[config.mk]
export PLATFORM = sky130hd
export DESIGN_NAME = vga_plot_arbiter
export DESIGN_NICKNAME = d
export VERILOG_FILES = /design/src/rtl/vga_plot_arbiter.sv
export SDC_FILE = /design/constraint.sdc
export NUM_CORES = 1
export LEC_CHECK = 0
export CORE_UTILIZATION = 39
export CTS_BUF_LIST = sky130_fd_sc_hd__clkbuf_2
export DETAILED_ROUTE_END_ITERATION = 8
export PLACE_DENSITY = 0.8
export SLEW_MARGIN = 10
export SYNTH_ARGS = -nofsm -noshare
export SYNTH_HDL_FRONTEND = slang
export SYNTH_SLANG_ARGS = --single-unit
[constraint.sdc]
create_clock -name clock -period 2.82 [get_ports clock]
set_input_delay 0.846 -clock clock [delete_from_list [all_inputs] [get_ports clock]]
set_output_delay 0.846 -clock clock [all_outputs]
set_load 0.02 [all_outputs]
[src/rtl/vga_plot_arbiter.sv]
// vga_plot_arbiter
//   Arbitrates three pixel producers (screen clear, background redraw,
//   character sprite) onto a single VGA plot port. The arbiter uses fixed
//   priority (bit0 highest). A burst counter preempts the granted requester
//   after MAX_BURST pixels when another requester is waiting. The requester
//   preempted most recently is deprioritised until it is the only one left.
//
// Ports
//   clock     : sole clock, rising edge
//   reset     : asynchronous, active-high reset
//   req       : per-requester request
//   px_valid  : per-requester pixel strobe (honoured only for the granted one)
//   x_in      : 3 x 9-bit x coordinates, requester i at [9i+8:9i]
//   y_in      : 3 x 8-bit y coordinates, requester i at [8i+7:8i]
//   color_in  : 3 x 3-bit colors, requester i at [3i+2:3i]
//   gnt       : one-hot or zero grant
//   xCoord    : registered VGA x coordinate
//   yCoord    : registered VGA y coordinate
//   color     : registered VGA color
//   plot      : VGA write enable, one cycle per in-range accepted pixel
//   busy      : high whenever the arbiter is not idle
//   drop      : one-cycle pulse for an accepted out-of-range pixel
module vga_plot_arbiter #(
  parameter int MAX_BURST = 16,
  parameter int X_MAX     = 319,
  parameter int Y_MAX     = 239
) (
  input  logic        clock,
  input  logic        reset,
  input  logic [2:0]  req,
  input  logic [2:0]  px_valid,
  input  logic [26:0] x_in,
  input  logic [23:0] y_in,
  input  logic [8:0]  color_in,
  output logic [2:0]  gnt,
  output logic [8:0]  xCoord,
  output logic [7:0]  yCoord,
  output logic [2:0]  color,
  output logic        plot,
  output logic        busy,
  output logic        drop
);

  localparam int            CW   = $clog2(MAX_BURST + 1);
  localparam logic [CW-1:0] MAXB = CW'(MAX_BURST);
  localparam logic [8:0]    XLIM = 9'(X_MAX);
  localparam logic [7:0]    YLIM = 8'(Y_MAX);

  typedef enum logic [1:0] {
    IDLE    = 2'd0,
    GRANT   = 2'd1,
    RELEASE = 2'd2
  } state_t;

  state_t        state_q;
  logic [2:0]    gnt_q;
  logic [2:0]    lp_q;      // one-hot last_preempted, zero when cleared
  logic [CW-1:0] cnt_q;
  logic [8:0]    x_q;
  logic [7:0]    y_q;
  logic [2:0]    c_q;
  logic          plot_q;
  logic          drop_q;
  logic          busy_q;

  logic [2:0]    others_d;
  logic [2:0]    cand_d;
  logic [2:0]    winner_d;
  logic          accept_d;
  logic [8:0]    px_x_d;
  logic [7:0]    px_y_d;
  logic [2:0]    px_c_d;
  logic          in_range_d;
  logic [CW-1:0] cnt_d;
  logic          hold_d;
  logic          other_req_d;

  always_comb begin
    // Mask the last preempted requester only while someone else is asking.
    // When it is the sole requester, the plain request vector is used instead.
    others_d = req & ~lp_q;
    cand_d   = (|others_d) ? others_d : req;

    winner_d = '0;
    if (cand_d[0])      winner_d = 3'b001;
    else if (cand_d[1]) winner_d = 3'b010;
    else if (cand_d[2]) winner_d = 3'b100;

    // gnt_q is zero outside GRANT, so acceptance needs no state qualifier.
    accept_d = |(px_valid & gnt_q);

    px_x_d = '0;
    px_y_d = '0;
    px_c_d = '0;
    for (int unsigned i = 0; i < 3; i++) begin
      if (gnt_q[i]) begin
        px_x_d = x_in[9*i +: 9];
        px_y_d = y_in[8*i +: 8];
        px_c_d = color_in[3*i +: 3];
      end
    end
    in_range_d = (px_x_d <= XLIM) && (px_y_d <= YLIM);

    cnt_d       = cnt_q + CW'(accept_d);
    hold_d      = |(req & gnt_q);
    other_req_d = |(req & ~gnt_q);
  end

  always_ff @(posedge clock or posedge reset) begin
    if (reset) begin
      state_q <= IDLE;
      gnt_q   <= '0;
      lp_q    <= '0;
      cnt_q   <= '0;
      x_q     <= '0;
      y_q     <= '0;
      c_q     <= '0;
      plot_q  <= 1'b0;
      drop_q  <= 1'b0;
      busy_q  <= 1'b0;
    end else begin
      // The pixel output path runs independently of the state transition.
      // A pixel accepted on the cycle the request drops is still emitted.
      if (accept_d) begin
        x_q    <= px_x_d;
        y_q    <= px_y_d;
        c_q    <= px_c_d;
        plot_q <= in_range_d;
        drop_q <= ~in_range_d;
      end else begin
        plot_q <= 1'b0;
        drop_q <= 1'b0;
      end

      case (state_q)
        IDLE: begin
          if (|req) begin
            gnt_q   <= winner_d;
            cnt_q   <= '0;
            busy_q  <= 1'b1;
            state_q <= GRANT;
          end
        end

        GRANT: begin
          if (!hold_d) begin
            gnt_q   <= '0;
            lp_q    <= '0;
            state_q <= RELEASE;
          end else if (cnt_d == MAXB) begin
            if (other_req_d) begin
              lp_q    <= gnt_q;
              gnt_q   <= '0;
              state_q <= RELEASE;
            end else begin
              cnt_q <= '0;
            end
          end else begin
            cnt_q <= cnt_d;
          end
        end

        RELEASE: begin
          busy_q  <= 1'b0;
          state_q <= IDLE;
        end

        default: begin
          gnt_q   <= '0;
          busy_q  <= 1'b0;
          state_q <= IDLE;
        end
      endcase
    end
  end

  assign gnt    = gnt_q;
  assign xCoord = x_q;
  assign yCoord = y_q;
  assign color  = c_q;
  assign plot   = plot_q;
  assign drop   = drop_q;
  assign busy   = busy_q;

endmodule

Word level (Yosys, flattened, before mapping)
Cells that the tools add are included.

Word-level logic and storage cells: 80. Bits in registers: 36.

$add $sub $neg: 1. Equal/unequal tests: 10. Magnitude comparators: 2. Reductions and logical operators: 13. Bitwise operators: 9. Multiplexer cells: 35.

Operators by type and width (count): $mux 3 (14); $mux 9 (3); $mux 8 (3); $mux 5 (4); $reduce_or 3->1 (5); $and 3x3->3 (4); $pmux 5 s2 (1); $le 9x9->1 const B (1); $ne 3x3->1 const B (3); $pmux 3 s3 (1); $le 8x8->1 const B (1); $mux 2 (4); $reduce_and 4->1 (2); $not 3->3 (2); $reduce_and 3->1 (2); $add 5x1->5 (1); $eq 5x5->1 const B (1); $ne 2x1->1 const B (2); $ne 2x2->1 const B (2); $pmux 2 s2 (1); $mux 1 (3); $not 1->1 (3); $eq 2x1->1 const B (1); $eq 2x2->1 const B (1); 5 further kinds (5).

Longest topological paths before layout
Word-level depth: 9. Gate-level depth with buffers: 11.

Worst setup path before layout
No wires, ideal clock.

Kind: in2reg. From: in px_valid[0]. To: reg lp_q[1]. Cell stages on the path: 10. Library setup time: 121 ps. Data required time: 2699 ps. Arrival: 3183 ps. Slack: -484 ps. Path through: a222oi_1 inv_1 ha_1 ha_1 buf_2 or3b_4 a31oi_4 and2_1 o2111ai_1 a22o_1.

Longest elaborated chain between the ends: 6.

Ends and longest elaborated chain: start: declaration (RTL line 31) `input logic [2:0] px_valid,`; $and 3x3->3 (RTL line 90) `accept_d = |(px_valid & gnt_q);`; $reduce_or 3->1 (RTL line 90); named net accept_d (RTL line 69) `logic accept_d;`; $add 5x1->5 (RTL line 104) `cnt_d = cnt_q + CW'(accept_d);`; $eq 5x5->1 (RTL line 150) `end else if (cnt_d == MAXB) begin`; $ne 2x1->1 (no line); $reduce_and 3->1 (no line); end signal: assignment (RTL line 152) `lp_q <= gnt_q;`; end: declaration (RTL line 57) `logic [2:0] lp_q;`.

The timed path passes the listed nets, and every way through them passes these cells. A chain may end at the register's enable or synchronous reset.

Worst setup path in the final report
From: in px_valid[2]. To: reg lp_q[2].

The elaborated chain is that of the path after synthesis.

==> metrics.md <==
| Metric | Value |
|---|---|
| Status | finished clean |
| Worst Reg-to-Reg Cells | 9 |
| Final Hold Vio Count | 0 |
| Nets | 406 |
| CTS max path bufs | 2 |
| Sequential-to-total area share from yosys stat | 0.4304 |
| CTS clock-pin slew for the worst setup and hold paths | 0.17 ns |
| TritonCTS clock tree | yes |
| CP required | 3.10 ns |
| 1st-pass router iterations | 4 |
| Peak supply drop | 0.3116 mV |
| Clock sink count | 36 |
| Syn Area/Cell | 8.984 sq um |
| Pin count of the biggest net entering global routing | 42 |
| Flops & latches, synth | 36 |
| Num CTS Buffers | 5 |
| DRC viols | 0 |
| Finished Core Util | 0.6329 |
| Die area | 5664 sq um |
| Startpoint types | input port |
| Warnings, synthesis | 0 |
| WL/cell | 14.79 microns |
| Initial DRC Count | 122 |
| RePlAce Congestion | 0.8877 |
| Post-synth EDFFs | 0 |
| CP max FO | 4 |
| Max-Cap Viols | 0 |
| Layout area overhead | 55.41% |
| Initial antenna violation count | 0 |
| Reg2reg end | lp_q[2] |
| Final Cycle Share | 0.9594 |
| Min-Delay Endpoint | xCoord[0] |
| Starting Density | 0.4073 |
| CTS Hold Bufs | 0 |
| CP Class | in2reg |
| Core Area | 5140 sq um |
| Overall routing resource usage | 0.2140 |
| Hold depth | 2 |
| Relative slew slack | 0.6941 |
| Hold_sp | xCoord[0] |
| Reg-to-reg slack, setup | 0.27 ns |
| Grt ovf | 0 |
| Root buffer cell | clkbuf_2 |
| Final ANT Viol Nets | 0 |
| Arr. time, crit path | 2.99 ns |
| H-tree levels | 2 |
| RSZ-0062 raised after global routing | false |
| Max Clk Rate | 0.3696 GHz |
| RR Startpoint | gnt[0] |
| Power Total | 0.002450 W |
| Total wire length | 6.004 mm |
| Rows | 26 |
| Synth Instances | 233 |
| Setup ws final | 0.1146 ns |
| Setup violators final | 0 |
| Hold Path Class | reg2reg |
| PwrDens | 753.2 nW/um^2 |
| Tmin final | 2.705 ns |
| Die width | 75.26 microns |
| Slew Limit Fails | 0 |
| Vias in the first global route | 1947 |
| Dominant synthesized flop cell | dfrtp_1 |
| Worst Skew | 0.009610 ns |
| Worst-Margin Slew | 0.4589 ns |
| Static leakage | 1.361 nW |
| I/O pin total | 94 |
| Fin Hold WS | 0.5008 ns |
| I/O Buffers | 93 |
| Via count | 2198 |
| N_diodes | 0 |
| DP Wirelength | 4.534 mm |
| Fraction of layout cells with a size suffix above 1 | 0.1280 |
| Via/cell ratio | 5.414 |
| CP Capture Type | register |
| DP Worst Slack | -0.5846 ns |
| Ys async rst share | 1.000 |
| Chip height | 75.26 microns |
| Fillers | 452 |
| TNS Setup | 0 ns |
| First-pass GRT wire length | 9.059 mm |
| Synth Cell Area | 2093 sq um |
| Worst-Skew Late Latency | 0.36 ns |
| Post-synth cell types | 50 |
| Post-synthesis net count | 303 |
[critical path, stage by stage]
cell and delay, ns:
clkdlybuf4s15_1 0.16, a222oi_1 0.30, inv_1 0.15, ha_4 0.20
ha_4 0.15, or3b_4 0.41, a31oi_4 0.21, and2_4 0.20
o2111ai_4 0.13, a22o_1 0.23
[state kept, by name, indices dropped and copies added, names as in the netlist, 2 cells and up]
signal   flops
yCoord       8
cnt_q        5
state_q      2
xCoord       9
color        3
gnt          3
lp_q         3
[per-stage QoR]
step	cell area [sq um]	cells
global route	3253	406
CTS	3254	406
floorplan	2135	233
detailed placement	3197	397
global placement	3197	397
finish	3253	406
[cell families (layout without fill, tap and decap cells)]
group	after synthesis	in the layout	share of synthesized area
simple gates	71	71	0.1721
buf+inv	27	130	0.05858
flops	36	36	0.4304
compound gates	95	95	0.3150
xor+xnor	2	2	0.01196
fa+ha+maj	2	2	0.01195
[layout make-up]
cell class,instances,area [sq um],share of cell area
clock inverters,1,5.005,0.001538
repair buffers,113,1071,0.3292
clock buffers,6,30.03,0.009231
multi-input cells,170,1121,0.3446
well taps,70,87.58,0.02692
inverters,10,37.54,0.01154
flip-flops and latches,36,900.9,0.2769
[worst max-delay path by stage]
stage,from,end,cells past startpoint
after floorplan,px_valid[0],lp_q[0],10
after global placement,px_valid[0],lp_q[2],10
after detailed placement,px_valid[0],lp_q[1],10
after CTS,px_valid[1],lp_q[1],10
after global routing,px_valid[2],lp_q[2],10
final,px_valid[2],lp_q[2],10
[metal layers]
| layer | track usage | vias to the layer above | part of all wire |
|---|---|---|---|
| met2 | 0.3694 | 86 | 0.48 |
| met1 | 0.2705 | 1039 | 0.43 |
| met5 | 0 | - | 0 |
| li1 | - | 1066 | - |
| met3 | 0.03882 | 7 | 0.073 |
| met4 | 0.07407 | 0 | 0.014 |
[where the power goes]
part	switching [W]	internal [W]
logic	0.000798	0.000678
clock network	0.000161	0.0000592
registers	0.0000952	0.000659
total	0.00105	0.00140
[synth_stat cells, drive strengths merged, types with 2 or more instances]
cell type | count | share of area
nor2b | 4 | 0.012
ha | 2 | 0.012
a221o | 9 | 0.043
and3 | 3 | 0.0090
nand2b | 4 | 0.012
a22o | 6 | 0.025
dfrtp | 36 | 0.43
clkbuf | 10 | 0.018
a22oi | 10 | 0.036
nand2 | 25 | 0.046
nand3b | 2 | 0.0072
a31oi | 5 | 0.022
o21ai | 32 | 0.077
or2 | 2 | 0.0060
buf | 7 | 0.023
nand4b | 3 | 0.013
a222oi | 2 | 0.0096
inv | 10 | 0.018
o22ai | 2 | 0.0060
nand3 | 2 | 0.0048
a21oi | 16 | 0.038
nor2 | 20 | 0.039
[cell usage in the layout, fill, tap and decap left out, types with 2 or more instances in the layout]
master | netlist | layout
nand3_1 | 2 | 2
ha_4 | 0 | 2
o21ai_1 | 4 | 4
clkbuf_2 | 0 | 8
buf_4 | 1 | 20
or2_2 | 2 | 2
a222oi_1 | 2 | 2
and3_1 | 3 | 3
o22ai_1 | 2 | 2
inv_1 | 10 | 10
a31oi_1 | 4 | 3
clkdlybuf4s50_1 | 0 | 90
nand2_1 | 24 | 24
a22oi_1 | 10 | 10
nor2_1 | 19 | 19
nand2b_1 | 4 | 4
o21ai_0 | 28 | 28
nor2b_1 | 4 | 4
a22o_1 | 6 | 6
a21oi_1 | 16 | 16
nand4b_1 | 3 | 3
dfrtp_1 | 36 | 36
a221o_1 | 9 | 9
nand3b_1 | 2 | 2
[timing repair]
item / CTS / global route
resized for setup: 5 / 5
setup buffers: 2 / 0
setup endpoints to repair: 11 / 10
hold endpoints to repair: 0 / 0
pin swaps: 8 / 6
Note: power is estimated with default switching activity, not from simulation.
